**src/rtl/booth_pkg.sv**
```systemverilog
`default_nettype none
// ============================================================================
// Module   : booth_pkg
// Purpose  : Shared state encoding, recode table and defaults for the radix-4
//            Booth multiplier sequencer.
// Revision : 1.0 - initial release
// ============================================================================
package booth_pkg;

  // Default iteration count: 8-bit multiplier, 2 bits retired per step.
  localparam int ITER_DEFAULT  = 4;
  localparam int CNT_W_DEFAULT = 2;

  // One-hot state bit positions; outputs decode directly from these bits.
  localparam int B_IDLE   = 0;
  localparam int B_INIT   = 1;
  localparam int B_LOAD_M = 2;
  localparam int B_ADD    = 3;
  localparam int B_SHIFT  = 4;
  localparam int B_OUT_A  = 5;
  localparam int B_OUT_Q  = 6;
  localparam int B_DONE   = 7;

  localparam logic [7:0] S_IDLE   = 8'b0000_0001;
  localparam logic [7:0] S_INIT   = 8'b0000_0010;
  localparam logic [7:0] S_LOAD_M = 8'b0000_0100;
  localparam logic [7:0] S_ADD    = 8'b0000_1000;
  localparam logic [7:0] S_SHIFT  = 8'b0001_0000;
  localparam logic [7:0] S_OUT_A  = 8'b0010_0000;
  localparam logic [7:0] S_OUT_Q  = 8'b0100_0000;
  localparam logic [7:0] S_DONE   = 8'b1000_0000;

  // Recode results packed as {add, sub, sel_2m}.
  localparam logic [2:0] Q_NOP  = 3'b000;
  localparam logic [2:0] Q_ADD1 = 3'b100;
  localparam logic [2:0] Q_ADD2 = 3'b101;
  localparam logic [2:0] Q_SUB2 = 3'b011;
  localparam logic [2:0] Q_SUB1 = 3'b010;

endpackage
`default_nettype wire

```
**src/rtl/booth_ctrl_if.sv**
```systemverilog
`default_nettype none
// ============================================================================
// Module   : booth_ctrl_if
// Purpose  : Control/strobe bundle between the Booth sequencer and datapath.
//            master = sequencer side, slave = datapath side.
// Revision : 1.0 - initial release
// ============================================================================
interface booth_ctrl_if;
  logic       start;
  logic [2:0] q_low;
  logic       c0;
  logic       c1;
  logic       c2;
  logic       c3;
  logic       c4;
  logic       sel_2m;
  logic       c5;
  logic       c6;
  logic       c7;
  logic       busy;
  logic       done;

  modport master (
    input  start, q_low,
    output c0, c1, c2, c3, c4, sel_2m, c5, c6, c7, busy, done
  );

  modport slave (
    output start, q_low,
    input  c0, c1, c2, c3, c4, sel_2m, c5, c6, c7, busy, done
  );
endinterface
`default_nettype wire

```
**src/rtl/booth_recode.sv**
```systemverilog
`default_nettype none
// ============================================================================
// Module   : booth_recode
// Purpose  : Radix-4 Booth digit recoder, {q[1], q[0], q[-1]} to
//            {add, sub, sel_2m}. Purely combinational.
// Revision : 1.0 - initial release
// ============================================================================
module booth_recode
  import booth_pkg::*;
(
  input  logic [2:0] q_low,
  output logic       add,
  output logic       sub,
  output logic       sel_2m
);

  logic [2:0] code;

  // Digit table: 0, +M, +2M, -2M, -M.
  always_comb begin
    code = Q_NOP;
    case (q_low)
      3'b001, 3'b010: code = Q_ADD1;
      3'b011:         code = Q_ADD2;
      3'b100:         code = Q_SUB2;
      3'b101, 3'b110: code = Q_SUB1;
      default:        code = Q_NOP;
    endcase
  end

  assign add    = code[2];
  assign sub    = code[1];
  assign sel_2m = code[0];

endmodule
`default_nettype wire

```
**src/rtl/booth_ctrl.sv**
```systemverilog
`default_nettype none
// ============================================================================
// Module   : booth_ctrl
// Purpose  : Fixed-latency sequencer for the 8-bit radix-4 Booth multiplier.
//            One-hot state register, iteration counter and strobe decode.
// Revision : 1.0 - initial release
// ============================================================================
module booth_ctrl
  import booth_pkg::*;
#(
  parameter int ITER  = ITER_DEFAULT,
  parameter int CNT_W = CNT_W_DEFAULT
) (
  input  logic         clk,
  input  logic         reset,
  booth_ctrl_if.master bus
);

  localparam logic [CNT_W-1:0] CNT_LAST = CNT_W'(ITER - 1);

  logic [7:0]       state_q, state_d;
  logic [CNT_W-1:0] cnt_q, cnt_d;
  logic             rc_add, rc_sub, rc_sel;

  booth_recode u_recode (
    .q_low  (bus.q_low),
    .add    (rc_add),
    .sub    (rc_sub),
    .sel_2m (rc_sel)
  );

  // Next-state and counter logic; cnt holds at ITER-1 after the last shift
  // so it never wraps inside an operation. Illegal encodings recover to IDLE.
  always_comb begin
    state_d = state_q;
    cnt_d   = cnt_q;
    case (state_q)
      S_IDLE:   if (bus.start) state_d = S_INIT;
      S_INIT: begin
        state_d = S_LOAD_M;
        cnt_d   = '0;
      end
      S_LOAD_M: state_d = S_ADD;
      S_ADD:    state_d = S_SHIFT;
      S_SHIFT: begin
        if (cnt_q == CNT_LAST) begin
          state_d = S_OUT_A;
        end else begin
          state_d = S_ADD;
          cnt_d   = cnt_q + CNT_W'(1);
        end
      end
      S_OUT_A:  state_d = S_OUT_Q;
      S_OUT_Q:  state_d = S_DONE;
      S_DONE:   state_d = S_IDLE;
      default:  state_d = S_IDLE;
    endcase
  end

  // State and counter registers, asynchronously cleared by active-low reset.
  always_ff @(posedge clk or negedge reset) begin
    if (!reset) begin
      state_q <= S_IDLE;
      cnt_q   <= '0;
    end else begin
      state_q <= state_d;
      cnt_q   <= cnt_d;
    end
  end

  // Single-bit decodes of the one-hot register keep these strobes glitch-free.
  assign bus.c0     = state_q[B_INIT];
  assign bus.c1     = state_q[B_INIT];
  assign bus.c2     = state_q[B_LOAD_M];
  assign bus.c5     = state_q[B_SHIFT];
  assign bus.c6     = state_q[B_OUT_A];
  assign bus.c7     = state_q[B_OUT_Q];
  assign bus.done   = state_q[B_DONE];
  assign bus.busy   = ~state_q[B_IDLE];

  // Add/subtract strobes are only meaningful while in ADD.
  assign bus.c3     = state_q[B_ADD] & rc_add;
  assign bus.c4     = state_q[B_ADD] & rc_sub;
  assign bus.sel_2m = state_q[B_ADD] & rc_sel;

endmodule
`default_nettype wire

```
**src/flat_wrapper.sv**
```systemverilog
// flat-port wrapper written by rule: the top's interface ports become plain ports
module booth_ctrl_flat import booth_pkg::*;
#(
  parameter int ITER  = ITER_DEFAULT,
  parameter int CNT_W = CNT_W_DEFAULT
)
  (clk, reset, bus_start, bus_q_low, bus_c0, bus_c1, bus_c2, bus_c3, bus_c4, bus_sel_2m, bus_c5, bus_c6, bus_c7, bus_busy, bus_done);
  booth_ctrl_if bus_i ();
  input  logic clk;
  input  logic reset;
  input wire logic [$bits(bus_i.start)-1:0] bus_start;
  input wire logic [$bits(bus_i.q_low)-1:0] bus_q_low;
  output wire logic [$bits(bus_i.c0)-1:0] bus_c0;
  output wire logic [$bits(bus_i.c1)-1:0] bus_c1;
  output wire logic [$bits(bus_i.c2)-1:0] bus_c2;
  output wire logic [$bits(bus_i.c3)-1:0] bus_c3;
  output wire logic [$bits(bus_i.c4)-1:0] bus_c4;
  output wire logic [$bits(bus_i.sel_2m)-1:0] bus_sel_2m;
  output wire logic [$bits(bus_i.c5)-1:0] bus_c5;
  output wire logic [$bits(bus_i.c6)-1:0] bus_c6;
  output wire logic [$bits(bus_i.c7)-1:0] bus_c7;
  output wire logic [$bits(bus_i.busy)-1:0] bus_busy;
  output wire logic [$bits(bus_i.done)-1:0] bus_done;
  assign bus_i.start = bus_start;
  assign bus_i.q_low = bus_q_low;
  assign bus_c0 = bus_i.c0;
  assign bus_c1 = bus_i.c1;
  assign bus_c2 = bus_i.c2;
  assign bus_c3 = bus_i.c3;
  assign bus_c4 = bus_i.c4;
  assign bus_sel_2m = bus_i.sel_2m;
  assign bus_c5 = bus_i.c5;
  assign bus_c6 = bus_i.c6;
  assign bus_c7 = bus_i.c7;
  assign bus_busy = bus_i.busy;
  assign bus_done = bus_i.done;
  booth_ctrl #(.ITER(ITER), .CNT_W(CNT_W)) u_core (.clk(clk), .reset(reset), .bus(bus_i));
endmodule
```
**config.mk**
```make
export PLATFORM = sky130hd
export DESIGN_NAME = booth_ctrl_flat
export DESIGN_NICKNAME = d
export VERILOG_FILES = /design/src/rtl/booth_pkg.sv /design/src/rtl/booth_ctrl_if.sv /design/src/rtl/booth_recode.sv /design/src/rtl/booth_ctrl.sv /design/src/flat_wrapper.sv
export SDC_FILE = /design/constraint.sdc
export NUM_CORES = 1
export LEC_CHECK = 0
export CORE_MARGIN = 2
export CORE_UTILIZATION = 40
export CTS_BUF_LIST = sky130_fd_sc_hd__clkbuf_4 sky130_fd_sc_hd__clkbuf_8
export CTS_CLUSTER_SIZE = 30
export DETAILED_ROUTE_END_ITERATION = 7
export GPL_TIMING_DRIVEN = 0
export PLACE_DENSITY = 0.7
export SLEW_MARGIN = 30
export SYNTH_ARGS = -nofsm -noshare
export SYNTH_HDL_FRONTEND = slang
export SYNTH_HIERARCHICAL = 1
export SYNTH_SLANG_ARGS = --single-unit
```
**constraint.sdc**
```tcl
create_clock -name clk -period 4 [get_ports clk]
set_clock_uncertainty 0.1 [all_clocks]
set_input_delay 1.2 -clock clk [delete_from_list [all_inputs] [get_ports clk]]
set_output_delay 1.2 -clock clk [all_outputs]
set_load 0.02 [all_outputs]
```
**Word level (Yosys, flattened, before mapping)**

Cells that the tools add are included.

- Register bits after elaboration: 10
- Bits of input ports: 6
- Output and inout bits: 11

- Add/subtract/negate cells: 1
- Eq/ne operators: 16
- Mux-type cells: 6
- Bitwise operators: 4
- Reduce and logical (&&, ||, !) cells: 4

Operators with widths:

| kind | count |
|---|---|
| 8-bit case mux with 7 select lines | 1 |
| 3-bit case mux with 4 select lines | 1 |
| 3-bit equality test, second input constant | 3 |
| 8-bit by 1-bit equality test with 1-bit output, second input constant | 1 |
| 8-bit by 2-bit equality test with 1-bit output, second input constant | 1 |
| 8-bit by 3-bit equality test with 1-bit output, second input constant | 1 |
| 8-bit by 4-bit equality test with 1-bit output, second input constant | 1 |
| 8-bit by 5-bit equality test with 1-bit output, second input constant | 1 |
| 8-bit by 6-bit equality test with 1-bit output, second input constant | 1 |
| 8-bit by 7-bit equality test with 1-bit output, second input constant | 1 |
| 8-bit two-way mux | 1 |
| 3-bit by 2-bit equality test with 1-bit output, second input constant | 2 |
| 6-bit two-way mux | 1 |
| 2-bit != test, second input constant | 2 |
| 2-bit case mux with 2 select lines | 1 |
| 2-bit OR reduction | 2 |
| 1-bit AND | 3 |
| 3-bit by 1-bit equality test with 1-bit output, second input constant | 1 |
| 2-bit by 1-bit adder with 2-bit output, second input constant | 1 |
| 2-bit equality test, second input constant | 1 |
| 2-bit two-way mux | 1 |
| 2-bit AND reduction | 1 |
| 2-bit nonzero test | 1 |
| 1-bit NOT | 1 |

**Depth between registers and ports, before layout**

Gate-level depths: netlist of the first run.

- Depth in word-level cells: 4
- Mapped depth: 5

**By module**

Netlist of the first run, hierarchy kept.

By module, submodules not included:

| module | instances | cells each | area an instance (um2) | seq. area each (um2) |
|---|---|---|---|---|
| booth_ctrl | 1 | 52 | 538.0 | 251.5 |
| booth_recode | 1 | 6 | 30.0 | 0.0 |

**Worst setup path before layout of the first run**

OpenSTA, ideal clock, no wires.

- Path type: input to output
- From: input port bus_q_low[1]
- To: output port bus_sel_2m
- Arrival time: 1.659 ns
- Path slack: 1.041 ns
- Cell stages on the path: 3
- Cells stage by stage: nand2b_1 o22ai_1 and2_1

- Cells in the longest elaborated chain, start to end: 4
- Elaborated cells between the ends (all ways): 10
- Those cells by class: 6 x eq/ne; 1 x mux; 1 x bitwise; 2 x reduce/logical

RTL lines:

| what | RTL line | RTL |
|---|---|---|
| start, declared | flat_wrapper.sv:12 | `input wire logic [$bits(bus_i.q_low)-1:0] bus_q_low;` |
| 3-bit equality test, or another cell as far along | booth_recode.sv:22 | `case (q_low)` |
| 2-bit OR reduction | booth_recode.sv:22 |  |
| 3-bit case mux with 4 select lines * | booth_recode.sv:22 |  |
| net u_core.rc_sel | booth_ctrl.sv:23 | `logic rc_add, rc_sub, rc_sel;` |
| 1-bit AND * | booth_ctrl.sv:84 | `assign bus.sel_2m = state_q[B_ADD] & rc_sel;` |
| end, declared | flat_wrapper.sv:18 | `output wire logic [$bits(bus_i.sel_2m)-1:0] bus_sel_2m;` |

The timed path passes the listed nets; every way through them passes the cells marked *.

**Worst setup path after layout of the first run**

- From: input port bus_q_low[0]
- To: output port bus_c4

- Cells in the longest elaborated chain, start to end: 4
- Elaborated cells between the ends (all ways): 10
- Those cells by class: 6 x eq/ne; 1 x mux; 1 x bitwise; 2 x reduce/logical

RTL lines:

| what | RTL line | RTL |
|---|---|---|
| 3-bit equality test, or another cell as far along | booth_recode.sv:22 |  |
| 2-bit OR reduction | booth_recode.sv:22 |  |
| 3-bit case mux with 4 select lines * | booth_recode.sv:22 |  |
| net u_core.rc_sub | booth_ctrl.sv:23 |  |
| 1-bit AND * | booth_ctrl.sv:83 | `assign bus.c4 = state_q[B_ADD] & rc_sub;` |
| end, declared | flat_wrapper.sv:17 | `output wire logic [$bits(bus_i.c4)-1:0] bus_c4;` |

Marks and branches as above.

==> results of run 1 <==
final timing paths:
path                                endpoint  slack (ns)  depth (start not counted)
max                                   bus_c4        0.08                          5
min                          u_core/cnt_q[0]        0.38                          1
max reg2reg                  u_core/cnt_q[1]        2.51                          4
min reg2reg                  u_core/cnt_q[0]        0.38                          1
max in group asynchronous  u_core/state_q[0]        2.32                          1
min in group asynchronous  u_core/state_q[1]        1.15                          1
repair_timing:
action | CTS | global route
endpoints found under the hold margin | 0 | 0
setup endpoints to repair | 0 | 1
gates resized for setup | 0 | 1
hold buffers | 0 | 0
placed cells by master, fill, tap and decap left out, types with 2 or more instances in the layout:
cell type        instances
dfrtp_1                  9
nor4b_1                  2
and2_1                   4
nor3b_1                  2
clkbuf_4                 3
nand3b_1                 2
o21ai_1                  3
nand2_1                  4
xor2_1                   2
inv_1                    3
buf_2                    2
o21ai_0                  3
nor2_1                   6
clkdlybuf4s50_1         15
per-stage QoR:
stage	utilization	cell area, um2
final	0.5964	785.8
after global routing	0.5964	785.8
after CTS	0.5945	783.3
after detailed placement	0.5670	747.0
after global placement	0.5670	747.0
after floorplan	-	568.0
power groups by stage:
stage / logic, uW / registers [uW] / clock network [uW]
floorplan: 75.6 / 145 / 0
global placement: 129 / 142 / 0
detailed placement: 132 / 142 / 0
CTS: 132 / 140 / 91.9
global route: 142 / 144 / 96.8
finish: 132 / 141 / 89.3
critical path: stages:
cell,delay (ns)
clkdlybuf4s50_1,0.51
nand2_1,0.08
and2_1,0.15
and2_1,0.14
clkdlybuf4s50_1,0.53
layer usage:
layer,share of wire,vias to the layer above
met5,0,-
li1,-,246
met2,0.48,12
met3,0.052,0
met1,0.47,238
met4,0,0
logic make-up (layout without fill, tap and decap cells):
group,count (synthesis),after routing,share of synthesized area
xor+xnor,2,2,0.03084
buf+inv,6,26,0.05067
compound gates,11,11,0.1167
simple gates,28,28,0.3370
flops,10,10,0.4427
fa+ha+maj,1,1,0.02202
area by class of cell:
class	instances	area, um2	share of cell area
Inverter	3	11.26	0.01433
Sequential cell	10	251.5	0.3201
Timing Repair Buffer	16	162.7	0.2070
Multi-Input combinational cell	42	287.8	0.3662
Buffer	3	17.52	0.02229
Clock buffer	4	36.28	0.04618
Tap cell	15	18.77	0.02389
sequential cells by signal, indices dropped and copies added, names as in the netlist:
| signal | count |
|---|---|
| u_core/state_q | 8 |
| u_core/cnt_q | 2 |
==> results.txt, run 1 <==
Status - finished, final reports clean
Worst vdd ir - 0.2340 mV
I/O pin count - 17
Crit path DAT - 2.62 ns
Via density - 5.333
Most frequent cells after synthesis - 9 x dfrtp_1, 6 x nor2_1, 4 x and2_1, 4 x nand2_1
# setup viols final - 0
Largest cells by area after synthesis - dfrtp_1 40%, dfstp_2 4.6%, and2_1 4.4%, nor2_1 4.0%, nor4_4 3.7%
Total number of vias - 496
Logic pwr share - 0.364
Initial Util - 0.4311
Die width - 41.69 um
Die Ht - 41.69 um
TritonCTS clock tree - built
Post-synth EDFFs - 0
Hold WS - 0.3811 ns
Core ar. - 1318 um2
Distinct cells, synth - 28
Biggest area consumer among synthesized cells - dfrtp_1
WP data required - 2.70 ns
Final worst slack - 0.07653 ns
Most frequent cell after synthesis - dfrtp_1
Worst-Margin Slew - 0.4474 ns
Most used DFF post-synth - dfrtp_1
Psw - 124.5 uW
Area Growth Syn to Fin - 38.33%
Cells after Synth - 58
Clock power share - 0.247
Mapped Nets - 65
Leakage - 0.0003716 uW
Antenna violation net count after detailed routing - 0
Post-DP HPWL - 870.8 um
Non-filler instance count after layout - 93
Tightest Hold Check Type - register to register
Power Total - 362.1 uW
Fraction of registers with async set/reset - 1.000
Vias in the first global route - 402
HP Start - u_core/cnt_q[0]
Setup bufs post-CTS - 0
Synth warn - 6
Avg WL per Cell - 12.22 um
Row count - 13
Setup WS pre-CTS - 0.04263 ns
Reg power frac - 0.390
Initial antenna violation count - 0
Global-route wire length before repair - 1773 um
H-tree Lvls - 1
Slew Viols, Final - 0
GRT Total Usage - 0.1328
Total wire length - 1136 um
FF-to-FF Start - u_core/state_q[6]
Inserted Diodes - 0
Synth top area share - 0.3965
CP Class - input pin to output port
Worst-path clk slew - 0.06 ns
Remaining DRCs - 0
Die area - 1738 um2
P_int - 237.6 uW
Max Clock Freq - 254.9 MHz
Root Buffer - clkbuf_4
Grt met1 use - 0.1703
Syn avg cell area - 9.794 um2
Seq/Total Area, Yosys - 0.4427
Final worst path period need - 3.923 ns
Total gr overflow - 0
Clk_lat worst skew - 0.26 ns
Final nets - 86
Port Buffers - 16
DRT iter0 DRCs - 6
Max Cap Violations - 0
Sw frac - 0.3439
Clock sink total - 10
Worst Setup Start Kind - input pin
Critical path endpoint category - output port
FILL cells - 121
Max_slew headroom - 0.7008
Crit path from - bus_q_low[0]
Clock buffer depth - 2
Placer's final routability congestion estimate - 0.7479
Share of cells above drive strength 1 - 0.1410
M3 GR Usage - 0.03913
CP max FO - 3
Cells after DPL - 89
Post-Syn Area - 568.0 um2
Pwr/cell area - 460.9 nW/um2
Pin count of the biggest net entering global routing - 11
Fin crit share - 0.9809
Routing usage on met2 - 0.2063
RSZ-0062 raised after global routing - no
Flops & latches, synth - 10
Final Hold Fails - 0
Setup tns final - 0 ns
First-pass DRT Iterations - 4
Grt peak-use layer - met2
CTS buffer count - 3
No activity file was read; power rests on OpenSTA's default activity.
==> inputs of run 2 (changes only) <==
--- a/config.mk
+++ b/config.mk
@@ -5,14 +5,14 @@
 export SDC_FILE = /design/constraint.sdc
 export NUM_CORES = 1
 export LEC_CHECK = 0
+export ABC_AREA = 1
 export CORE_MARGIN = 2
 export CORE_UTILIZATION = 40
 export CTS_BUF_LIST = sky130_fd_sc_hd__clkbuf_4 sky130_fd_sc_hd__clkbuf_8
 export CTS_CLUSTER_SIZE = 30
 export DETAILED_ROUTE_END_ITERATION = 7
 export GPL_TIMING_DRIVEN = 0
-export PLACE_DENSITY = 0.7
-export SLEW_MARGIN = 30
+export PLACE_DENSITY = 0.69
 export SYNTH_ARGS = -nofsm -noshare
 export SYNTH_HDL_FRONTEND = slang
 export SYNTH_HIERARCHICAL = 1
==> run 2 against run 1 <==
  * Count of clock-buffer cells in the layout unchanged
  * Global-route usage increased by 0.40 points
  * Final cell count increased by 26%
  * Core utilization increased by 0.87 points
  * Combinational power increased by 35%
  * Routed wire length decreased by 7.4%
  * First-iteration DRC count increased by 17%
  * Worst setup slack improved by 0.050 ns
  * Fmax increased by 1.3%
  * Sequential cell count unchanged
  * Critical path depth increased by 2
  * Largest power group is now combinational logic
==> results.txt, run 2 <==
Final worst path period need - 3.873 ns (-0.05045 ns)
Leakage - 0.0004362 uW (+17%)
Distinct cells, synth - 18 (-36%)
Via density - 4.470 (-16%)
# setup viols final - 0 (unchanged)
Worst-Margin Slew - 0.4565 ns (+0.009098 ns)
Clock power share - 0.218 (-0.029)
TritonCTS clock tree - built
Die area - 1803 um2 (+3.8%)
Pwr/cell area - 497.4 nW/um2 (+7.9%)
Total gr overflow - 0 (unchanged)
Critical-path cell list - clkdlybuf4s50_1 > nor2_2 > nand2_1 > nand2_1 > nand2_1 > inv_1 > clkdlybuf4s50_1
Most frequent cells after synthesis - 24 x nand2_1, 15 x inv_1, 12 x nor2_1
Worst Setup Start Kind - input pin
Resize count post-CTS - 0 (unchanged)
Xor/xnor cell area share of the yosys netlist - 0 (-0.03084)
Post-route cell area - 807.0 um2 (+2.7%)
Worst-path clk slew - 0.06 ns (about the same)
Largest cells by area after synthesis - dfrtp_1 38%, nand2_1 15%, inv_1 9.5%, nor2_1 7.6%, dfstp_2 4.4%
Slew Viols, Final - 0 (unchanged)
Cell count of the worst hold path - 1 (unchanged)
Hold Path End - u_core/cnt_q[0]
Area Growth Syn to Fin - 36.36%
Synth top area share - 0.3805 (-0.01593)
Fraction of registers with async set/reset - 1.000 (unchanged)
GRT Total Usage - 0.1369 (+0.004003)
Tightest Hold Check Type - register to register
Antenna violation net count after detailed routing - 0 (unchanged)
Biggest area consumer among synthesized cells - dfrtp_1
Total wire length - 1052 um (-7.4%)
RSZ-0062 raised after global routing - no
HP Start - u_core/cnt_q[0]
Die width - 42.47 um (+1.9%)
Reg power frac - 0.339 (-0.051)
Mux cell area share after synthesis - 0 (unchanged)
CP max FO - 3 (unchanged)
Largest reg by FF count - u_core/state_q
Setup WS pre-CTS - 0.1063 ns (+0.06368 ns)
Most used DFF post-synth - dfrtp_1
Most frequent cells in the layout - 24 x nand2_1, 16 x clkdlybuf4s50_1, 15 x inv_1
Inserted Diodes - 0 (unchanged)
Initial antenna violation count - 0 (unchanged)
R2R cell count - 6 (+2)
Root Buffer - clkbuf_4
Hold WS - 0.3883 ns (+0.007194 ns)
Setup bufs post-CTS - 0 (unchanged)
Psw - 146.5 uW (+18%)
Logic pwr share - 0.443 (+0.079)
Status - finished, final reports clean
CP delay by family, top - buffers and inverters
Clk_lat worst skew - 0.26 ns (about the same)
Core ar. - 1334 um2 (+1.2%)
Top Registers - u_core/state_q (8), u_core/cnt_q (2)
Post-Syn Area - 591.8 um2 (+4.2%)
Initial Util - 0.4437 (+0.01257)
Worst path bufs/invs - 3 (+1)
Remaining DRCs - 0 (unchanged)
Mapped Nets - 89 (+37%)
Slowest CP cell - clkdlybuf4s50_1
I/O pin count - 17 (unchanged)
Total number of vias - 523 (+5.4%)
Global-route wire length before repair - 1800 um (+1.5%)
Seq/Total Area, Yosys - 0.4249 (-0.01778)
Most frequent cell after synthesis - nand2_1
Critical path endpoint category - output port
Fin crit share - 0.9683 (-0.01261)
Vias in the first global route - 461 (+15%)
Final nets - 110 (+28%)
Synth Area in Simple Gates - 0.3996 (+0.06257)
Die Ht - 42.47 um (+1.9%)
Syn avg cell area - 7.217 um2 (-26%)
Max_slew headroom - 0.6947 (-0.006084)
Largest family of logic cells by synthesized area - simple AND/OR/NAND/NOR gates
Worst flop-to-flop path endpoint - u_core/cnt_q[0]
DP Area - 770.7 um2 (+3.2%)
CP peak stage delay - 0.59 ns (+0.06 ns)
R2r setup slk - 2.73 ns (+0.22 ns)
Commonest non-fill, non-tap cell in the layout - nand2_1
Synth warn - 6 (unchanged)
Flops & latches, synth - 10 (unchanged)
DRT iter0 DRCs - 7 (+1)
First-pass DRT Iterations - 4 (unchanged)
Adder-cell area share of the yosys netlist - 0.02114 (-0.0008848)
Final Hold Fails - 0 (unchanged)
Max Clock Freq - 258.2 MHz (+1.3%)
CTS buffer count - 3 (unchanged)
Port Buffers - 16 (unchanged)
CP Class - input pin to output port
Max reg flops - 8 (unchanged)
Avg WL per Cell - 8.991 um (-26%)
Cell mode on critical path - nand2_1
FF-to-FF Start - u_core/state_q[7]
Max Cap Violations - 0 (unchanged)
Compound-Gate Fraction of Synth Area - 0.02537 (-0.09137)
Pin count of the biggest net entering global routing - 11 (unchanged)
Clock buffer depth - 2 (unchanged)
Placer's final routability congestion estimate - 0.7253 (-3.0%)
Final worst slack - 0.1270 ns (+0.05045 ns)
WP data required - 2.70 ns (about the same)
Share of cells above drive strength 1 - 0.1667 (+0.02564)
FILL cells - 134 (+11%)
H-tree Lvls - 1 (unchanged)
Crit path DAT - 2.57 ns (-0.05 ns)
P_int - 254.9 uW (+7.3%)
Worst vdd ir - 0.2654 mV (+13%)
Setup tns final - 0 ns (unchanged)
Clock sink total - 10 (unchanged)
CTS Hold Buffers Added - 0 (unchanged)
Row count - 13 (unchanged)
Post-synth EDFFs - 0 (unchanged)
Post-DP HPWL - 878.6 um (+0.90%)
Cells after Synth - 82 (+41%)
Sw frac - 0.3649 (+0.02105)
run 2: cell types whose count changed after synthesis, sizes merged, moves of 2 or more:
cell / previous run / this run
nand3: 0 / 6
nand2: 4 / 27
xor2: 2 / 0
nor3b: 2 / 0
buf: 3 / 1
inv: 3 / 17
nor4b: 2 / 0
o21ai: 6 / 2
and2: 4 / 0
nor2: 7 / 15
nand3b: 2 / 0
run 2: layout make-up:
class	instances	area, um2	area share
Sequential cell	10	251.5	0.3116
Multi-Input combinational cell	53	264.0	0.3271
Tap cell	15	18.77	0.02326
Buffer	1	7.507	0.009302
Clock buffer	4	36.28	0.04496
Timing Repair Buffer	16	160.2	0.1985
Inverter	18	68.82	0.08527
run 2: through the flow:
| stage | total power (uW) | utilization | instances |
|---|---|---|---|
| 2_1_floorplan | 257.8 | - | 82 |
| 3_3_place_gp | 313.7 | 0.5779 | 113 |
| 3_5_place_dp | 317.0 | 0.5779 | 113 |
| 4_1_cts | 407.7 | 0.6051 | 117 |
| 5_1_grt | 430.6 | 0.6051 | 117 |
| 6_report | 401.4 | 0.6051 | 117 |
run 2: power by group through the flow:
stage	clock, uW	combinational [uW]	sequential [uW]
floorplan	0	113	145
global placement	0	176	138
detailed placement	0	179	138
CTS	91.9	179	137
global route	96.3	195	139
finish	87.7	178	136
run 2: metal layers:
metal | routed length (um) | part of all wire | up-vias | track usage
li1 | - | - | 282 | -
met1 | 498 | 0.47 | 225 | 0.1725
met2 | 475 | 0.45 | 16 | 0.2000
met3 | 77 | 0.073 | 0 | 0.07759
met4 | 0 | 0 | 0 | 0.03750
met5 | 0 | 0 | - | 0
run 2: cells by family (layout without fill, tap and decap cells):
logic type / count (synthesis) / in the layout
buf+inv: 19 / 39
simple gates: 49 / 49
flops: 10 / 10
compound gates: 3 / 3
fa+ha+maj: 1 / 1
run 2: how the worst max path moves through the flow:
stage / start / cells after the start / endpoint / slack (ns)
floorplan: bus_q_low[0] / 5 / bus_sel_2m / 1.12
global route: bus_q_low[2] / 7 / bus_sel_2m / 0.004
finish: bus_q_low[0] / 7 / bus_sel_2m / 0.13
global placement: bus_q_low[0] / 7 / bus_sel_2m / 0.13
CTS: bus_q_low[0] / 7 / bus_sel_2m / 0.11
detailed placement: bus_q_low[0] / 7 / bus_sel_2m / 0.11
==> inputs of run 3 (changes only) <==
--- a/config.mk
+++ b/config.mk
@@ -9,7 +9,7 @@
 export CORE_MARGIN = 2
 export CORE_UTILIZATION = 40
 export CTS_BUF_LIST = sky130_fd_sc_hd__clkbuf_4 sky130_fd_sc_hd__clkbuf_8
-export CTS_CLUSTER_SIZE = 30
+export CTS_CLUSTER_SIZE = 14
 export DETAILED_ROUTE_END_ITERATION = 7
 export GPL_TIMING_DRIVEN = 0
 export PLACE_DENSITY = 0.69
==> results of run 3 <==
Final layout, timing and power as in run 2 (identical DEF).
